==> src/rtl/adc_pkg.sv <==
// Shared types and default timing for the multiplexed analog-input converter.
package adc_pkg;

  typedef enum logic [1:0] {
    ST_IDLE    = 2'd0,
    ST_SAMPLE  = 2'd1,
    ST_CONVERT = 2'd2
  } adc_state_t;

  localparam int NCH_DEF        = 4;
  localparam int DW_DEF         = 8;
  localparam int SAMPLE_CYC_DEF = 8;
  localparam int CONV_CYC_DEF   = 64;

  typedef logic [$clog2(NCH_DEF)-1:0] ch_idx_t;

  // Tick counter width able to hold the longer of the two phase lengths.
  function automatic int cnt_width(input int a, input int b);
    return $clog2(((a > b) ? a : b) + 1);
  endfunction

endpackage

==> src/rtl/adc_conv_timer.sv <==
// CE-qualified phase timer: counts enabled ticks and flags the len-th one,
// restarting from zero on that tick, on clear, or while disabled.
module adc_conv_timer #(
  parameter int CW = 7
) (
  input  logic          clk,
  input  logic          rst,
  input  logic          ce,
  input  logic          en,
  input  logic          clr,
  input  logic [CW-1:0] len,
  output logic          done
);

  logic [CW-1:0] cnt_r;

  assign done = en & ce & ~clr & (cnt_r == (len - CW'(1)));

  // Tick counter, zeroed on every phase entry so it can never wrap.
  always_ff @(posedge clk) begin
    if (rst) begin
      cnt_r <= {CW{1'b0}};
    end else if (clr || done || !en) begin
      cnt_r <= {CW{1'b0}};
    end else if (ce) begin
      cnt_r <= cnt_r + CW'(1);
    end
  end

endmodule

==> src/rtl/adc_mux_ctrl.sv <==
// Multiplexed ADC sequencer: channel latch, sample-hold, conversion timing, BUSY/EOC.
// Build option ADC_AUTOSCAN_EN: free-running round-robin scanner with per-channel results.
module adc_mux_ctrl
  import adc_pkg::*;
#(
  parameter int NCH        = NCH_DEF,
  parameter int DW         = DW_DEF,
  parameter int SAMPLE_CYC = SAMPLE_CYC_DEF,
  parameter int CONV_CYC   = CONV_CYC_DEF
) (
  input  logic                     MCLK,
  input  logic                     RESET,
  input  logic                     CE,
  input  logic                     START,
  input  logic [$clog2(NCH)-1:0]   CH,
  input  logic [NCH*DW-1:0]        AIN,
  output logic [DW-1:0]            DOUT,
  output logic                     BUSY,
  output logic                     EOC
);

  localparam int CHW = $clog2(NCH);
  localparam int CW  = cnt_width(SAMPLE_CYC, CONV_CYC);
  localparam logic [CW-1:0] SAMPLE_LEN = CW'(SAMPLE_CYC);
  localparam logic [CW-1:0] CONV_LEN   = CW'(CONV_CYC);

  adc_state_t      state_r, state_s;
  logic [CHW-1:0]  ch_q_r;
  logic [DW-1:0]   hold_r, dout_r, sel_s;
  logic            busy_r, eoc_r;
  logic            tmr_clr_s, tmr_en_s, tmr_done_s, capture_s, publish_s;
  logic [CW-1:0]   tmr_len_s;

  assign DOUT = dout_r;
  assign BUSY = busy_r;
  assign EOC  = eoc_r;

  assign tmr_en_s  = (state_r != ST_IDLE);
  assign tmr_len_s = (state_r == ST_CONVERT) ? CONV_LEN : SAMPLE_LEN;

  adc_conv_timer #(.CW(CW)) u_timer (
    .clk  (MCLK),
    .rst  (RESET),
    .ce   (CE),
    .en   (tmr_en_s),
    .clr  (tmr_clr_s),
    .len  (tmr_len_s),
    .done (tmr_done_s)
  );

  // Channel mux into the sample-hold; indices with no channel read as zero.
  always_comb begin
    sel_s = {DW{1'b0}};
    for (int i = 0; i < NCH; i++) begin
      if (ch_q_r == CHW'(i)) begin
        sel_s = AIN[i*DW +: DW];
      end else begin
        sel_s = sel_s;
      end
    end
  end

`ifdef ADC_AUTOSCAN_EN

  logic [DW-1:0] result_r [NCH];
  logic [DW-1:0] rd_s;

  // Scanner sequencing: IDLE only lasts the first cycle after reset.
  always_comb begin
    state_s   = state_r;
    tmr_clr_s = 1'b0;
    capture_s = 1'b0;
    publish_s = 1'b0;
    case (state_r)
      ST_IDLE: begin
        state_s   = ST_SAMPLE;
        tmr_clr_s = 1'b1;
      end
      ST_SAMPLE: begin
        if (tmr_done_s) begin
          capture_s = 1'b1;
          state_s   = ST_CONVERT;
        end else begin
          state_s   = ST_SAMPLE;
        end
      end
      ST_CONVERT: begin
        if (tmr_done_s) begin
          publish_s = 1'b1;
          state_s   = ST_SAMPLE;
        end else begin
          state_s   = ST_CONVERT;
        end
      end
      default: state_s = ST_IDLE;
    endcase
  end

  // Result readout mux for the CPU-selected channel.
  always_comb begin
    rd_s = {DW{1'b0}};
    for (int i = 0; i < NCH; i++) begin
      if (CH == CHW'(i)) begin
        rd_s = result_r[i];
      end else begin
        rd_s = rd_s;
      end
    end
  end

  // Scanner state, per-channel results, and START-driven readout.
  always_ff @(posedge MCLK) begin
    if (RESET) begin
      state_r <= ST_IDLE;
      ch_q_r  <= {CHW{1'b0}};
      hold_r  <= {DW{1'b0}};
      dout_r  <= {DW{1'b0}};
      busy_r  <= 1'b0;
      eoc_r   <= 1'b0;
      for (int i = 0; i < NCH; i++) begin
        result_r[i] <= {DW{1'b0}};
      end
    end else begin
      state_r <= state_s;
      busy_r  <= 1'b0;
      if (capture_s) begin
        hold_r <= sel_s;
      end
      if (publish_s) begin
        for (int i = 0; i < NCH; i++) begin
          if (ch_q_r == CHW'(i)) begin
            result_r[i] <= hold_r;
          end
        end
        ch_q_r <= (ch_q_r == CHW'(NCH-1)) ? {CHW{1'b0}} : ch_q_r + CHW'(1);
      end
      if (START) begin
        dout_r <= rd_s;
        eoc_r  <= 1'b1;
      end
    end
  end

`else

  // Single-shot sequencing; START restarts from any state and beats completion.
  always_comb begin
    state_s   = state_r;
    tmr_clr_s = 1'b0;
    capture_s = 1'b0;
    publish_s = 1'b0;
    if (START) begin
      state_s   = ST_SAMPLE;
      tmr_clr_s = 1'b1;
    end else begin
      case (state_r)
        ST_IDLE: state_s = ST_IDLE;
        ST_SAMPLE: begin
          if (tmr_done_s) begin
            capture_s = 1'b1;
            state_s   = ST_CONVERT;
          end else begin
            state_s   = ST_SAMPLE;
          end
        end
        ST_CONVERT: begin
          if (tmr_done_s) begin
            publish_s = 1'b1;
            state_s   = ST_IDLE;
          end else begin
            state_s   = ST_CONVERT;
          end
        end
        default: state_s = ST_IDLE;
      endcase
    end
  end

  // State, channel latch, sample-hold and handshake registers.
  always_ff @(posedge MCLK) begin
    if (RESET) begin
      state_r <= ST_IDLE;
      ch_q_r  <= {CHW{1'b0}};
      hold_r  <= {DW{1'b0}};
      dout_r  <= {DW{1'b0}};
      busy_r  <= 1'b0;
      eoc_r   <= 1'b0;
    end else begin
      state_r <= state_s;
      if (capture_s) begin
        hold_r <= sel_s;
      end
      if (START) begin
        ch_q_r <= CH;
        busy_r <= 1'b1;
        eoc_r  <= 1'b0;
      end else if (publish_s) begin
        dout_r <= hold_r;
        eoc_r  <= 1'b1;
        busy_r <= 1'b0;
      end
    end
  end

`endif

endmodule
==> config.mk <==
export PLATFORM = sky130hd
export DESIGN_NAME = adc_mux_ctrl
export DESIGN_NICKNAME = d
export VERILOG_FILES = /design/src/rtl/adc_pkg.sv /design/src/rtl/adc_conv_timer.sv /design/src/rtl/adc_mux_ctrl.sv
export SDC_FILE = /design/constraint.sdc
export NUM_CORES = 1
export LEC_CHECK = 0
export CORE_MARGIN = 8
export CORE_UTILIZATION = 47
export DETAILED_ROUTE_END_ITERATION = 16
export GPL_ROUTABILITY_DRIVEN = 0
export PLACE_DENSITY = 0.81
export SYNTH_ARGS = -nofsm -noshare
export SYNTH_HDL_FRONTEND = slang
export SYNTH_SLANG_ARGS = --single-unit
==> constraint.sdc <==
create_clock -name MCLK -period 3.3 [get_ports MCLK]
set_input_delay 0.495 -clock MCLK [delete_from_list [all_inputs] [get_ports MCLK]]
set_output_delay 0.495 -clock MCLK [all_outputs]
set_load 0.05 [all_outputs]
# Word level (Yosys, flattened, before mapping)
# Cells that the tools add are included.
[totals]
ff_bits = 29
latch_bits = 0
ram_bits = 0
mem_bits_ro = 0
input_bits = 38
output_inout_bits = 10
word_cells = 47
memories = 0
[op_classes]
n_addsub = 2
mul = 0
div_mod_pow = 0
magnitude_cmp = 0
eq_ne = 6
n_shift = 0
mux = 17
bitwise = 5
reduce_logical = 9
[op_table]
columns = ["op", "count"]
rows = [
  ["8-bit two-way mux", 4],
  ["1-bit two-way mux", 9],
  ["7-bit by 1-bit adder with 7-bit output, second input constant", 1],
  ["7-bit equality test", 1],
  ["7-bit two-way mux", 1],
  ["7-bit by 1-bit subtractor with 7-bit output, second input constant", 1],
  ["2-bit equality test, second input constant", 3],
  ["2-bit by 1-bit equality test with 1-bit output, second input constant", 2],
  ["2-bit two-way mux", 2],
  ["2-bit one-hot mux with 2 select lines", 1],
  ["2-bit nonzero test", 2],
  ["2-bit OR reduction", 2],
  ["1-bit AND", 3],
  ["2-bit logical NOT", 1],
  ["1-bit logical OR", 2],
  ["1-bit inverter", 2],
  ["2-bit AND reduction", 1],
  ["1-bit logical NOT", 1],
]

# Logic depth before layout (Yosys ltp)
# Gate-level depths: netlist of the first run.
[depth]
ltp_word = 10
ltp_mapped = 7
depth_no_buf = 6

# Cells and area by module
# A second synthesis of the first run with hierarchy kept.
[unflattened]
cells_unflattened = 170
area_unflattened_um2 = 1690.4
[by_module_without_submodules]
columns = ["module", "instances", "cells_per_inst", "area_per_inst_um2", "seq_area_each_um2"]
rows = [
  ["adc_mux_ctrl", 1, 103, 1043.5, 440.4],
  ["adc_conv_timer", 1, 67, 646.9, 140.1],
]

# Worst setup path before layout of the first run
# No wires, ideal clock.
[synth_path]
kind = "input to register"
from = "in START"
to = "reg dout_r[0], in the netlist DOUT[0]"
setup_ns = 0.128
arrival_ns = 1.404
t_required_ns = 3.172
setup_slack_ns = 1.768
cell_stages = 6
path_buffers = 2
path_cell_list = "buf_2 > nor3_2 > and3_1 > buf_6 > mux2i_1 > nor2_1"
[synth_between]
elab_chain_cells = 8
elab_cells_between_ends = 9
cone_classes = "mux (4); bitwise (4); reduce/logical (1)"
[synth_rtl]
columns = ["element", "line_no", "text"]
rows = [
  ["from (decl)", "adc_mux_ctrl.sv:14", "input logic START,"],
  ["1-bit two-way mux", "adc_mux_ctrl.sv:152", "if (START) begin"],
  ["1-bit inverter", "adc_conv_timer.sv:17", "assign done = en & ce & ~clr & (cnt_r == (len - CW'(1)));"],
  ["1-bit AND (2 in series)", "adc_conv_timer.sv:17", ""],
  ["1-bit two-way mux", "adc_mux_ctrl.sv:167", "if (tmr_done_s) begin"],
  ["1-bit two-way mux", "adc_mux_ctrl.sv:156", "case (state_r)"],
  ["1-bit two-way mux", "adc_mux_ctrl.sv:152", ""],
  ["2-bit AND reduction (no source line) (*)", "-", ""],
  ["to (signal assigned)", "adc_mux_ctrl.sv:185", "dout_r <= {DW{1'b0}};"],
  ["to (signal assigned)", "adc_mux_ctrl.sv:198", "dout_r <= hold_r;"],
  ["to (decl)", "adc_mux_ctrl.sv:29", "logic [DW-1:0] hold_r, dout_r, sel_s;"],
]
# Every way passes the cells marked *; elsewhere a longest branch is shown, timed or not.
# A chain may end at the register's enable or synchronous reset.

# Final worst setup path of the first run
[layout_path]
from = "reg state_r[0]"
to = "reg hold_r[5]"
[layout_between]
elab_chain_cells = 8
elab_cells_between_ends = 12
cone_classes = "add/sub (1); eq/ne (3); mux (4); bitwise (3); reduce/logical (1)"
[layout_rtl]
columns = ["element", "line_no", "text"]
rows = [
  ["from (decl)", "adc_mux_ctrl.sv:27", "adc_state_t state_r, state_s;"],
  ["from (signal assigned)", "adc_mux_ctrl.sv:189", "state_r <= state_s;"],
  ["2-bit equality test", "adc_mux_ctrl.sv:39", "assign tmr_len_s = (state_r == ST_CONVERT) ? CONV_LEN : SAMPLE_LEN;"],
  ["7-bit two-way mux", "adc_mux_ctrl.sv:39", ""],
  ["7-bit by 1-bit subtractor with 7-bit output", "adc_conv_timer.sv:17", ""],
  ["7-bit equality test", "adc_conv_timer.sv:17", ""],
  ["1-bit AND", "adc_conv_timer.sv:17", ""],
  ["1-bit two-way mux", "adc_mux_ctrl.sv:159", "if (tmr_done_s) begin"],
  ["1-bit two-way mux (*)", "adc_mux_ctrl.sv:156", ""],
  ["1-bit two-way mux (*)", "adc_mux_ctrl.sv:152", ""],
  ["to (signal assigned)", "adc_mux_ctrl.sv:184", "hold_r <= {DW{1'b0}};"],
  ["to (signal assigned)", "adc_mux_ctrl.sv:191", "hold_r <= sel_s;"],
  ["to (decl)", "adc_mux_ctrl.sv:29", ""],
]
# Marks and branches as above.

==> results.cfg, run 1 <==
[logic_synthesis]
syn_inst = 125
synth_seq_cells = 29
synth_seq_area_share_pct = 42.8
yosysUniqueCellTypes = 26
syn-num-nets = 167
netlist_top_cells_area = dfxtp_1 (43%), mux2i_1 (14%), mux4_2 (13%)
yosysTopAreaCell = dfxtp_1
synth_top_area_share_pct = 42.8
yosys_warnings = 0
syn_area_um2 = 1360
syn_avg_cell_area_um2 = 10.9

[routing]
antenna_left = 0
wl_per_cell_um = 15.5
drt_iter0_drc = 45
drc_errors = 0
drt-total-wl_um = 3120
via_count = 1100
avgViaCountPerCell = 5.45
firstDrtPassIters = 4

[global_route]
met3_usage_pct = 9.73
globalRouteOverflowTotal = 0
track_usage_pct = 13.7
busiest_layer = met2
use_met2_pct = 22.0
grt_max_degree = 24
grt_pass1_vias = 1249
grt_pass1_wl_um = 5490
antenna_found_initial = 0
gr-usage-met1_pct = 13.4

[clock_network]
cts.sinks = 29
tritoncts = done
clockBufferDepth = 2
clock_latency_ns = 0.32
cts_made_buffers = 5
cts_root_buffer = clkbuf_4
cts_setup_buffers = 0
ctsResizeCount = 0
holdBufCountCts = 0
htreeDepth = 2
path_clk_slew_ns = 0.09

[setup_path]
crit_path_end_kind = register
arrival_ns = 2.53
critPathLaunchType = register
critPathMaxFanout = 9
crit_required_ns = 3.49
crit_type = reg2reg

[power_and_ir_drop]
seq_power_share_pct = 54.8
p_sw_w = 0.000142
ir_drop_uv = 342
swShare_pct = 21.7
leakage_nw = 0.735
p_int_w = 0.000513
clkPwrFrac_pct = 32.5
comb_power_share_pct = 12.7
p_per_area_nw_per_um2 = 350

[sta]
layout_setup_ws_ns = 0.958
setup_viol = 0
fin_crit_ns = 2.34
finalHoldViolCount = 0
clock_skew_ns = 0.0111
fmax_mhz = 427
maxSlewViolCount = 0
rsz0062_at_grt = no
tightest_slew_ns = 1.19
finalCritPeriodShare_pct = 71.0
relSlewSlack_pct = 20.5
fin_tns_setup_ns = 0

[layout]
final_common_cell = clkdlybuf4s50_1
layout.nets = 213
layoutNonFillerInstCount = 202
final_cell_mix = clkdlybuf4s50_1 (47), dfxtp_1 (29), nor2_1 (28), mux2i_1 (19), mux4_2 (8)
antenna_cells = 0
drive_gt1_share_pct = 10.5
n_fill_cell = 224
regArea_um2 = 581
area_growth_pct = 37.8
multi_input_area_um2 = 717
design_area_um2 = 1870

[place]
place_area_um2 = 1810
hpwl_um = 2560
io_buffers = 47
place_ws_ns = 0.671
dp_cells = 195

[floorplan]
die-width_um = 69.7
coreArea_um2 = 2760
dieHeight_um = 69.7
start_util_pct = 49.2
io_pins = 48
die-area_um2 = 4860
rows = 19

[worst_hold_path]
hold_class = reg2reg

[run_status]
status = finished clean

[job]
cap_violations = 0
[registers in the layout, indices dropped and copies added, names as in the netlist]
name           count
ch_q_r             2
BUSY               1
DOUT               8
u_timer.cnt_r      7
EOC                1
hold_r             8
state_r            2
[area by class of cell]
class | instances | area share, %
clock buffers | 7 | 2.95
well taps | 31 | 2.07
multi-input cells | 86 | 38.4
flip-flops and latches | 29 | 31.1
inverters | 2 | 0.402
repair buffers | 47 | 25.2
[logic make-up (layout without fill, tap and decap cells)]
kind of cell / after synthesis / after routing / synth area share [%]
DFF: 29 / 29 / 42.8
adders and majority gates: 4 / 4 / 3.69
xor gates and xnor gates: 6 / 6 / 3.88
muxes: 27 / 27 / 27.3
and+or+nand+nor: 44 / 44 / 15.0
buffers and inverters: 10 / 56 / 4.34
AOI/OAI and AO/OA: 5 / 5 / 2.95
[through the flow]
step                hold slack [ns]  util [%]  total power, W
floorplan                     0.460         -        0.000401
global placement              0.474      65.8        0.000449
detailed placement            0.485      65.8        0.000451
CTS                           0.504      67.8        0.000662
global route                  0.535      67.8        0.000688
finish                        0.501      67.8        0.000655
[cell usage after synthesis (all sizes together)]
library cell  instances
buf                   5
o2111ai               1
clkbuf                3
and3                  2
a211oi                1
mux4                  8
nand2                 5
nor4                  1
nor3                  3
nor2                 28
a21oi                 1
o211ai                1
nand3                 1
a31oi                 1
xor2                  3
inv                   2
and4                  1
mux2i                19
and2                  1
dfxtp                29
xnor2                 3
ha                    4
nand4                 2
[metal layers]
| metal | up-vias | share of wire, % | wire, um |
|---|---|---|---|
| li1 | 529 | - | - |
| met4 | 0 | 1.7 | 52 |
| met1 | 519 | 40 | 1250 |
| met5 | - | 0 | 0 |
| met3 | 6 | 12 | 386 |
| met2 | 46 | 46 | 1430 |
[final timing paths]
kind | startpoint | end | slack (ns) | cells after the start
hold / removal | hold_r[0] | hold_r[0] | 0.50 | 2
hold reg to reg | hold_r[0] | hold_r[0] | 0.50 | 2
setup / recovery | state_r[0] | hold_r[5] | 0.96 | 6
setup reg to reg | state_r[0] | hold_r[5] | 0.96 | 6
[power groups by stage]
stage	combinational, W	clock [W]	sequential, W
6_report	0.0000832	0.000213	0.000359
3_5_place_dp	0.0000838	0	0.000368
2_1_floorplan	0.0000357	0	0.000365
3_3_place_gp	0.0000818	0	0.000367
4_1_cts	0.0000841	0.000219	0.000359
5_1_grt	0.0000897	0.000238	0.000360
[worst max-delay path, cell delays in order, from the launching register on]
cell	delay, ns
dfxtp_1	0.35
inv_1	0.06
ha_1	0.24
and4_4	0.22
o2111ai_1	0.95
mux2i_1	0.33
nor2_1	0.06
(Power assumes the default switching activity.)
==> run 2, diff against run 1 <==
CORE_UTILIZATION = 40   (was 47)
PLACE_DENSITY = 0.73   (was 0.81)
clock period = 1.9 ns   (was 3.3 ns; I/O delays follow)
==> run 2 against run 1 <==
Against the previous run:
- sequential power rose by 72%
- sequential share of layout area fell by 1.2 points
- combinational power rose by 89%
- first-iteration DRC count rose by 47%
- hold slack got worse by 0.0069 ns
- power rose by 82%
- global-route usage fell by 1.0 points
- largest cell class unchanged
- largest power group unchanged
==> results.cfg, run 2 (synthesis results as in run 1) <==
[run_status]
status = finished clean

[clock_network]
clockBufferDepth = 2
cts_made_buffers = 5
cts_root_buffer = clkbuf_4
cts.sinks = 29
clock_latency_ns = 0.31
cts_setup_buffers = 0
holdBufCountCts = 0
ctsResizeCount = 0
htreeDepth = 2
tritoncts = done
path_clk_slew_ns = 0.08

[setup_path]
crit_buf_inv = 1
crit_type = reg2out
max_stage_delay_ns = 0.81
critPathLaunchType = register
worstReg2RegEnd = hold_r[7]
crit_path_start = DOUT[7]
critPathTopFamily = buffers and inverters
crit_path_end_kind = primary output
cp_slowest_cell = clkdlybuf4s50_1
r2r_setup_slack_ns = 0.26
cp.depth = 1
r2r_cells = 7
crit_chain = clkdlybuf4s50_1
crit_required_ns = 1.62
arrival_ns = 1.48
timing.rr.start = state_r[0]
critPathMaxFanout = 2

[global_route]
use_met2_pct = 20.5
track_usage_pct = 12.7
busiest_layer = met2
globalRouteOverflowTotal = 0
grt_pass1_wl_um = 5450
met3_usage_pct = 7.68
antenna_found_initial = 0
grt_pass1_vias = 1212
grt_max_degree = 23
gr-usage-met1_pct = 13.3

[place]
place_ws_ns = 0.122
hpwl_um = 2580
dp_cells = 216
place_area_um2 = 1880
io_buffers = 47

[power_and_ir_drop]
comb_power_share_pct = 13.2
ir_drop_uv = 268
seq_power_share_pct = 51.9
clkPwrFrac_pct = 34.9
leakage_nw = 0.777
p_total_w = 0.00119
p_int_w = 0.000937
swShare_pct = 21.5
p_sw_w = 0.000256
p_per_area_nw_per_um2 = 613

[sta]
tightest_slew_ns = 0.507
rsz0062_at_grt = no
layout_setup_ws_ns = 0.134
maxSlewViolCount = 0
finalCritPeriodShare_pct = 93.0
fin_tns_setup_ns = 0
clock_skew_ns = 0.00534
fmax_mhz = 566
fin_crit_ns = 1.77
relSlewSlack_pct = 66.1
finalHoldViolCount = 0
setup_viol = 0

[worst_hold_path]
hold_class = reg2reg
hold_path_depth = 2
hold_path.startpoint = EOC
hold_end = EOC

[floorplan]
io_pins = 48
start_util_pct = 41.3
die-width_um = 74.2
rows = 21
die-area_um2 = 5510
dieHeight_um = 74.2
coreArea_um2 = 3280

[routing]
antenna_left = 0
avgViaCountPerCell = 4.95
drt-total-wl_um = 3070
via_count = 1109
drc_errors = 0
drt_iter0_drc = 66
wl_per_cell_um = 13.7
firstDrtPassIters = 4

[layout]
layoutNonFillerInstCount = 224
final_cell_mix = clkdlybuf4s50_1 (46), dfxtp_1 (29), nor2_1 (28), mux2i_1 (19), mux4_2 (8)
area_growth_pct = 43.5
design_area_um2 = 1950
drive_gt1_share_pct = 15.2
final_common_cell = clkdlybuf4s50_1
antenna_cells = 0
layout.nets = 219

[job]
cap_violations = 0
-- run 2: cell count changes in the layout (fill, tap and decap cells not counted) --
cell             previous run  this run
buf_4                       0         7
clkbuf_1                    1         0
clkbuf_8                    1         2
clkdlybuf4s50_1            47        46
clkinv_2                    0         1
-- run 2: per-layer routing --
layer / share of wire (%) / routed length (um)
met2: 46 / 1410
met4: 0.94 / 29
met5: 0 / 0
met1: 42 / 1280
met3: 11 / 351
-- run 2: layout make-up --
cell class | count | area, um^2
clock buffer | 7 | 65.1
clock inverter | 1 | 5.00
fill | 295 | 1340
inverter | 2 | 7.51
multi-input combinational | 86 | 717
sequential | 29 | 581
tap | 46 | 57.6
timing repair buffer | 53 | 513
-- run 2: worst max path at each step --
stage,slack [ns],to
floorplan,0.38,hold_r[0]
global placement,0.18,DOUT[2]
detailed placement,0.12,DOUT[7]
CTS,0.10,DOUT[7]
global route,0.07,DOUT[7]
finish,0.13,DOUT[7]
-- run 2: metrics by stage --
step | util, % | hold slack [ns]
final | 59.2 | 0.494
after detailed placement | 57.1 | 0.482
after CTS | 59.2 | 0.499
after global placement | 57.1 | 0.477
after floorplan | - | 0.350
after global routing | 59.2 | 0.520
-- run 2: power groups by stage --
stage               combinational, W  sequential (W)  clock (W)
floorplan                  0.0000620        0.000634          0
global placement            0.000155        0.000633          0
detailed placement          0.000159        0.000633          0
CTS                         0.000159        0.000619   0.000431
global route                0.000169        0.000620   0.000464
finish                      0.000157        0.000619   0.000417
==> run 3, diff against run 2 <==
CORE_UTILIZATION = 55   (was 40)
DONT_BUFFER_PORTS = 1   (was unset)
PLACE_DENSITY = 0.71   (was 0.73)
SLEW_MARGIN = 10   (was unset)
==> run 3 against run 2 <==
Against the previous run:
- design area fell by 25%
- hold slack worse by 0.47 ns
- sequential share of layout area is 9.8 points higher
- sequential power is 2% higher
- power increased by 1.3%
- critical path type is now reg2reg
==> results.cfg, run 3 (synthesis results as in run 1) <==
[run_status]
status = finished clean

[power_and_ir_drop]
leakage_nw = 0.587
p_per_area_nw_per_um2 = 824
p_total_w = 0.00121
ir_drop_uv = 608

[sta]
fin_tns_setup_ns = 0
finalHoldViolCount = 0
relSlewSlack_pct = 60.9
maxSlewViolCount = 0
fin_crit_ns = 1.71
tightest_slew_ns = 0.584
setup_viol = 0
rsz0062_at_grt = no
finalCritPeriodShare_pct = 89.9
fmax_mhz = 586
clock_skew_ns = 0.00268

[floorplan]
dieHeight_um = 65.7
io_pins = 48
start_util_pct = 56.3
rows = 18
die-width_um = 65.7
coreArea_um2 = 2410
die-area_um2 = 4310

[setup_path]
timing.rr.start = state_r[0]
arrival_ns = 1.90
critPathMaxFanout = 7
r2r_setup_slack_ns = 0.19
crit_type = reg2reg
r2r_cells = 6
critPathLaunchType = register
crit_path_end_kind = register
worstReg2RegEnd = DOUT[2]
crit_required_ns = 2.09

[layout]
layout.nets = 170
final_common_cell = dfxtp_1
final_cell_mix = dfxtp_1 (29), nor2_1 (28), mux2i_1 (19), mux4_2 (8)
area_growth_pct = 8.03
antenna_cells = 0
design_area_um2 = 1470
drive_gt1_share_pct = 15.5
utilization_pct = 60.8
layoutNonFillerInstCount = 159

[routing]
drt-total-wl_um = 2700
avgViaCountPerCell = 5.82
drt_iter0_drc = 45
drc_errors = 0
antenna_left = 0
via_count = 925
wl_per_cell_um = 16.9
firstDrtPassIters = 4

[clock_network]
cts_made_buffers = 5
cts.sinks = 29
cts_root_buffer = clkbuf_4
clockBufferDepth = 2
htreeDepth = 2
tritoncts = done
path_clk_slew_ns = 0.09
clock_latency_ns = 0.32
ctsResizeCount = 0

[place]
dp_cells = 148
hpwl_um = 2050
place_area_um2 = 1350
io_buffers = 0

[worst_hold_path]
hold_class = in2reg
hold_path.startpoint = RESET
hold_path_depth = 1
hold_end = state_r[0]

[global_route]
track_usage_pct = 13.5
grt_pass1_vias = 973
globalRouteOverflowTotal = 0
grt_max_degree = 22
antenna_found_initial = 0
grt_pass1_wl_um = 4440

[job]
cap_violations = 0
-- run 3: cell count changes in the layout (fill, tap and decap cells not counted), sizes merged --
cell | before | now
buf | 7 | 1
bufinv | 0 | 1
clkdlybuf4s50 | 46 | 0
clkinv | 1 | 0
dlygate4sd3 | 0 | 3
-- run 3: final cells by class --
cell class / instances / area (um^2)
Fill cell: 209 / 945
Clock buffer: 7 / 55.1
Sequential cell: 29 / 581
Multi-Input combinational cell: 86 / 717
Clock inverter: 1 / 30.0
Timing Repair Buffer: 4 / 37.5
Inverter: 2 / 7.51
Tap cell: 30 / 37.5
-- run 3: through the flow --
stage | hold WS, ns | setup WS (ns)
6_report | 0.0246 | 0.193
5_1_grt | 0.00145 | 0.0360
4_1_cts | 0.000309 | 0.238
3_5_place_dp | 0.354 | 0.251
3_3_place_gp | 0.353 | 0.293
2_1_floorplan | 0.350 | 0.385
-- run 3: how the worst max path moves through the flow --
stage,cells past startpoint,end,start
4_1_cts,7,hold_r[1],state_r[0]
3_3_place_gp,7,hold_r[3],state_r[0]
5_1_grt,6,DOUT[7],state_r[0]
2_1_floorplan,7,hold_r[0],state_r[0]
3_5_place_dp,6,DOUT[0],state_r[0]
6_report,6,DOUT[2],state_r[0]
-- run 3: metal layers --
metal | vias to the layer above | part of all wire [%] | GRT usage [%]
met3 | 10 | 12 | 8.50
li1 | 448 | - | -
met2 | 52 | 42 | 19.7
met1 | 415 | 42 | 13.9
met4 | 0 | 3.2 | 9.81
met5 | - | 0 | 0
-- run 3: power by group --
group | internal (W) | total, W | switching, W
sequential | 0.000613 | 0.000629 | 0.0000160
clock | 0.000314 | 0.000519 | 0.000205
combinational | 0.0000406 | 0.0000604 | 0.0000198
total | 0.000968 | 0.00121 | 0.000240
-- run 3: timing repair --
item	in CTS	in global routing
setup buffers	0	0
setup endpoints to repair	0	0
endpoints found under the hold margin	3	16
hold buffers	2	1
-- run 3: worst max-delay path, stage by stage (launching register included) --
cell     delay, ns
dfxtp_1       0.35
inv_1         0.07
ha_1          0.21
nor3_2        0.22
and3_1        0.44
mux2i_1       0.23
nor2_1        0.06
